$ cat config.mk
export PLATFORM = sky130hd
export DESIGN_NAME = ifetch_response
export DESIGN_NICKNAME = d
export VERILOG_FILES = /design/src/rtl/ifetch_response.sv
export SDC_FILE = /design/constraint.sdc
export NUM_CORES = 1
export LEC_CHECK = 0
export CAP_MARGIN = 0
export CORE_UTILIZATION = 54
export CTS_CLUSTER_DIAMETER = 100
export DETAILED_ROUTE_END_ITERATION = 16
export GPL_TIMING_DRIVEN = 0
export PLACE_DENSITY = 0.8
export SETUP_SLACK_MARGIN = 0.5
export SYNTH_ARGS = -nofsm -noshare
export SYNTH_HDL_FRONTEND = slang
export SYNTH_SLANG_ARGS = --single-unit
$ cat constraint.sdc
create_clock -name clk -period 5.5 [get_ports clk]
set_clock_uncertainty 0.15 [all_clocks]
set_input_delay 0.825 -clock clk [delete_from_list [all_inputs] [get_ports clk]]
set_output_delay 0.825 -clock clk [all_outputs]
set_load 0.05 [all_outputs]
$ cat src/rtl/ifetch_response.sv
// Instruction-fetch response stage: pairs AXI4-Lite R-channel words with the PCs of
// outstanding requests, drops responses made stale by a flush, and registers {instr, pc, fault} for decode.
`timescale 1ns/1ps
module ifetch_response #(
  parameter int XLEN  = 32,
  parameter int DEPTH = 4
) (
  input  logic            clk,
  input  logic            rstn,
  input  logic            i_ar_fire,
  input  logic [XLEN-1:0] i_ar_addr,
  output logic            o_ar_stall,
  input  logic            i_flush,
  input  logic            i_im_rvalid,
  output logic            o_im_rready,
  input  logic [XLEN-1:0] i_im_rdata,
  input  logic [1:0]      i_im_rresp,
  output logic            o_if_valid,
  input  logic            i_if_ready,
  output logic [XLEN-1:0] o_if_instr,
  output logic [XLEN-1:0] o_if_pc,
  output logic            o_if_fault,
  output logic            o_proto_err
);

  localparam int PW = $clog2(DEPTH);
  localparam int CW = $clog2(DEPTH + 1);

  logic [XLEN-1:0] r_pcq [DEPTH];
  logic [PW-1:0]   r_wptr;
  logic [PW-1:0]   r_rptr;
  logic [CW-1:0]   r_q_count;
  logic [CW-1:0]   r_drop_cnt;
  logic            r_if_valid;
  logic [XLEN-1:0] r_if_instr;
  logic [XLEN-1:0] r_if_pc;
  logic            r_if_fault;
  logic            r_proto_err;

  logic [CW:0]     w_total;
  logic            w_q_nz;
  logic            w_drop_nz;
  logic            w_enq;
  logic            w_r_fire;
  logic            w_drop;
  logic            w_pop;
  logic [XLEN-1:0] w_head;
  logic            w_fault;
  logic [CW-1:0]   w_flush_drop;

  // Stall counts stale (drop) responses too: they still occupy memory-side slots.
  assign w_total      = {1'b0, r_q_count} + {1'b0, r_drop_cnt};
  assign o_ar_stall   = (w_total == (CW+1)'(DEPTH));
  assign w_q_nz       = (r_q_count != '0);
  assign w_drop_nz    = (r_drop_cnt != '0);
  assign w_enq        = i_ar_fire & ~o_ar_stall;
  assign o_im_rready  = w_drop_nz | (w_q_nz & (~r_if_valid | i_if_ready));
  assign w_r_fire     = i_im_rvalid & o_im_rready;
  assign w_drop       = w_r_fire & w_drop_nz;
  assign w_pop        = w_r_fire & ~w_drop_nz;
  assign w_head       = r_pcq[r_rptr];
  assign w_fault      = (i_im_rresp != 2'b00) | (w_head[1:0] != 2'b00);
  assign w_flush_drop = r_drop_cnt + r_q_count - {{(CW-1){1'b0}}, w_r_fire};

  always_ff @(posedge clk) begin
    if (!rstn) begin
      for (int i = 0; i < DEPTH; i++) r_pcq[i] <= '0;
      r_wptr      <= '0;
      r_rptr      <= '0;
      r_q_count   <= '0;
      r_drop_cnt  <= '0;
      r_if_valid  <= 1'b0;
      r_if_instr  <= '0;
      r_if_pc     <= '0;
      r_if_fault  <= 1'b0;
      r_proto_err <= 1'b0;
    end else begin
      if (i_im_rvalid & ~w_q_nz & ~w_drop_nz) r_proto_err <= 1'b1;

      if (i_flush) begin
        // A request issued in the flush cycle starts the new stream at slot 0.
        r_drop_cnt <= w_flush_drop;
        r_rptr     <= '0;
        r_if_valid <= 1'b0;
        if (w_enq) begin
          r_pcq[0]  <= i_ar_addr;
          r_wptr    <= PW'(1);
          r_q_count <= CW'(1);
        end else begin
          r_wptr    <= '0;
          r_q_count <= '0;
        end
      end else begin
        if (w_drop) r_drop_cnt <= r_drop_cnt - CW'(1);
        if (w_enq) begin
          r_pcq[r_wptr] <= i_ar_addr;
          r_wptr        <= r_wptr + PW'(1);
        end
        if (w_pop) r_rptr <= r_rptr + PW'(1);
        case ({w_enq, w_pop})
          2'b10:   r_q_count <= r_q_count + CW'(1);
          2'b01:   r_q_count <= r_q_count - CW'(1);
          default: r_q_count <= r_q_count;
        endcase

        if (w_pop) begin
          r_if_valid <= 1'b1;
          r_if_instr <= w_fault ? '0 : i_im_rdata;
          r_if_pc    <= w_head;
          r_if_fault <= w_fault;
        end else if (r_if_valid & i_if_ready) begin
          r_if_valid <= 1'b0;
        end
      end
    end
  end

  assign o_if_valid  = r_if_valid;
  assign o_if_instr  = r_if_instr;
  assign o_if_pc     = r_if_pc;
  assign o_if_fault  = r_if_fault;
  assign o_proto_err = r_proto_err;

  // Upstream must never complete a request while we report full.
  ar_fire_when_stalled: assert property (@(posedge clk) disable iff (!rstn) !(i_ar_fire && o_ar_stall));

endmodule

==> impl_metrics.env <==
export IMPL_holdWs_ps=311
export IMPL_die_h_um=130
export IMPL_clkTransAtPathRegs_ps=60
export IMPL_grt_max_degree=23
export IMPL_rsz0062_at_grt="false"
export IMPL_die_area_sq_um=17000
export IMPL_drc=0
export IMPL_die_w_um=130
export IMPL_min_delay_start="o_if_pc[14]"
export IMPL_clkSinkCount=207
export IMPL_slew_headroom_pct=29.7
export IMPL_syn_inst=708
export IMPL_worstSetupEndpointType="output port"
export IMPL_overflow=0
export IMPL_final_util_pct=71.3
export IMPL_wl_per_cell_um=18.4
export IMPL_num_rows=46
export IMPL_setup_slack_ps=1740
export IMPL_dp_cells=1069
export IMPL_cts_buffers=22
export IMPL_min_period_ps=3760
export IMPL_syn_num_nets=791
export IMPL_antenna_left=0
export IMPL_powerDensity_nw_per_um2=344
export IMPL_worstHoldPathCells=2
export IMPL_fillers=1102
export IMPL_finalSetupViolCount=0
export IMPL_tns_ps=0
export IMPL_maxCapViolations=0
export IMPL_drive_gt1_share_pct=12.4
export IMPL_seq_area_frac_synth_pct=61.1
export IMPL_diodes=0
export IMPL_synth_edf_count=128
export IMPL_placed_cell_area_sq_um=10700
export IMPL_start_util_pct=55.7
export IMPL_cts_resized_gates=0
export IMPL_drt_vias_per_instance=5.47
export IMPL_drtIter0Drc=421
export IMPL_grt_util_all_layers_pct=25.0
export IMPL_final_cells=1108
export IMPL_netlist_area_sq_um=8880
export IMPL_coreArea_sq_um=15900
export IMPL_r2r_end="r_q_count[2]"
export IMPL_hold_buffers=0
export IMPL_worst_path_max_fanout=5
export IMPL_routed_wl_met2_um=10800
export IMPL_postCtsSetupBuffers=0
export IMPL_synth_avg_cell_area_sq_um=12.5
export IMPL_clk_path_buf_depth=3
export IMPL_reg2reg_from="r_q_count[0]"
export IMPL_antenna_found_initial=0
export IMPL_synth_ff_type="edfxtp_1"
export IMPL_irDropWorstVdd_v=0.000273
export IMPL_cts_tree="yes"
export IMPL_tightest_slew_ps=1050
export IMPL_wl_met3_um=1110
export IMPL_ys_seq_elements=207
export IMPL_area_growth_pct=28.0
export IMPL_hold_viol_final=0
export IMPL_first_pass_iters=5
export IMPL_hold_path_class="flip-flop to flip-flop"
export IMPL_max_freq_mhz=266
export IMPL_maxSlewViolCount=0
export IMPL_p_leak_nw=4.07
export IMPL_crit_type="flip-flop to output port"
export IMPL_r2r_cells=12
export IMPL_required_ps=4530
export IMPL_htreeDepth=1
export IMPL_portBuffers=139
export IMPL_seq_area_sq_um=5430
export IMPL_first_global_vias=6318
export IMPL_top_layer="met4"
export IMPL_clk_latency_ps=490
export IMPL_crit_path_top_delay_cell="clkdlybuf4s50_1"
export IMPL_fin_nets=960
export IMPL_period_share_pct=68.3
export IMPL_yosysUniqueCellTypes=38
export IMPL_path_cells="ha_1, inv_1, fa_1, nand2b_1, nand3_1, nor2_1, clkdlybuf4s50_1"
export IMPL_hpwlAfterDp_um=14100
export IMPL_fin_area_sq_um=11400
export IMPL_worstSetupStartpoint="r_q_count[0]"
export IMPL_wl_met1_um=7810
export IMPL_start_kind="flip-flop"
export IMPL_drt_total_wl_um=20400
export IMPL_rrSetupSlack_ps=1750
export IMPL_power_mw=3.90
export IMPL_worst_path_buf_inv=2
export IMPL_async_flop_share_pct=0
export IMPL_hold_end="o_if_pc[14]"
export IMPL_slowest_delay_ps=810
export IMPL_num_vias=6063
export IMPL_globalplace_congestion=0.796
export IMPL_critical_path_top_delay_family="buffers and inverters"
export IMPL_multi_input_comb_area_sq_um=3230
export IMPL_root_buffer="clkbuf_16"
export IMPL_yosys_warnings=0
export IMPL_arrival_ps=2780
export IMPL_grt_pass1_wl_um=32100
export IMPL_post_place_ws_ps=1570
export IMPL_num_io_pins=141
export IMPL_status="finished clean"
==> cell usage in the layout (no fill, tap or decap), types with 2 or more instances in the layout <==
cell and count:
o21ai_0 7, a21boi_0 33, buf_12 2, buf_1 7, clkinv_2 3, o211a_1 2
o211ai_1 2, dfxtp_1 79, ha_1 8, fa_1 3, nor2_1 10, o21ai_2 29
nand2b_2 2, clkbuf_1 41, nor3_1 2, clkbuf_16 23, nor4_1 2, buf_6 4
clkdlybuf4s50_1 139, mux4_2 32, a211oi_1 2, nand2_1 104, xnor2_1 6, and3_1 3
o31ai_4 2, a21oi_1 4, a31oi_1 2, inv_1 13, buf_8 3, edfxtp_1 128
nand2b_1 4, clkbuf_8 3, nor2b_1 8, nand4b_1 2, buf_2 3, and2_1 131
nand3_1 33
==> power breakdown <==
group	internal [mW]	switching [mW]	leakage, nW	total, mW
clock	0.812	0.568	0.335	1.38
sequential	1.77	0.0446	1.97	1.82
combinational	0.296	0.409	1.77	0.705
total	2.88	1.02	4.07	3.90
==> synthesized netlist by cell type, drive strengths merged (3+ instances only) <==
cell type / number / area [sq um]
and2: 131 / 820
edfxtp: 128 / 3840
nand2: 104 / 390
dfxtp: 79 / 1580
o21ai: 36 / 289
a21boi: 33 / 248
clkbuf: 33 / 124
nand3: 33 / 165
mux4: 32 / 721
buf: 14 / 86.3
inv: 13 / 48.8
nor2: 10 / 37.5
ha: 8 / 100
nor2b: 8 / 50.1
nand2b: 6 / 37.5
xnor2: 6 / 52.6
a21oi: 4 / 20.0
and3: 3 / 18.8
fa: 3 / 60.1
==> layer usage <==
layer / GRT usage [%] / vias to the layer above
met2: 45.0 / 221
met1: 29.8 / 2978
met4: 10.9 / 0
li1: - / 2819
met3: 3.81 / 45
met5: 0 / -
==> worst max path at each step <==
stage                              end  cells past startpoint  slack (ps)
after global routing      r_q_count[2]                     11        1510
final                       o_ar_stall                      7        1740
after floorplan            r_pcq[1][0]                      7         830
after detailed placement  r_pcq[1][15]                      7        1570
after CTS                   o_ar_stall                      7        1740
after global placement    r_pcq[3][20]                      7       -1290
==> sequential cells by signal, summed over array words and instances, names as in the netlist, named ones only <==
name	flops
r_pcq	128
o_if_instr	32
o_if_pc	32
r_drop_cnt	3
r_q_count	3
r_rptr	2
r_wptr	2
o_if_fault	1
o_if_valid	1
o_proto_err	1
==> worst register-to-register path, cell delays in order (launching register included) <==
cell	delay [ps]
dfxtp_1	470
ha_1	220
inv_1	50
fa_1	380
nand2b_1	90
nand3_1	120
o21ai_0	520
clkbuf_1	510
nor2b_1	240
fa_1	230
nand2_1	90
nand4b_1	120
or3b_2	440
==> cell families (layout without fill, tap and decap cells) <==
family / Yosys count / count (layout) / synth area share, %
AO/OA/AOI/OAI: 85 / 85 / 7.31
buffers and inverters: 60 / 244 / 2.92
XOR/XNOR: 7 / 7 / 0.691
adder cells (fa/ha/maj): 11 / 11 / 1.80
AND/OR/NAND/NOR: 306 / 306 / 18.0
multiplexers: 32 / 32 / 8.12
flip-flops: 207 / 207 / 61.1
==> cell type report <==
cell class	count	share of cell area, %
buffer	47	1.85
clock buffer	35	5.74
clock inverter	4	0.209
inverter	13	0.430
multi-input combinational	441	28.4
sequential	207	47.8
tap	216	2.38
timing repair buffer	145	13.2
Note: power is estimated with default switching activity, not from simulation.
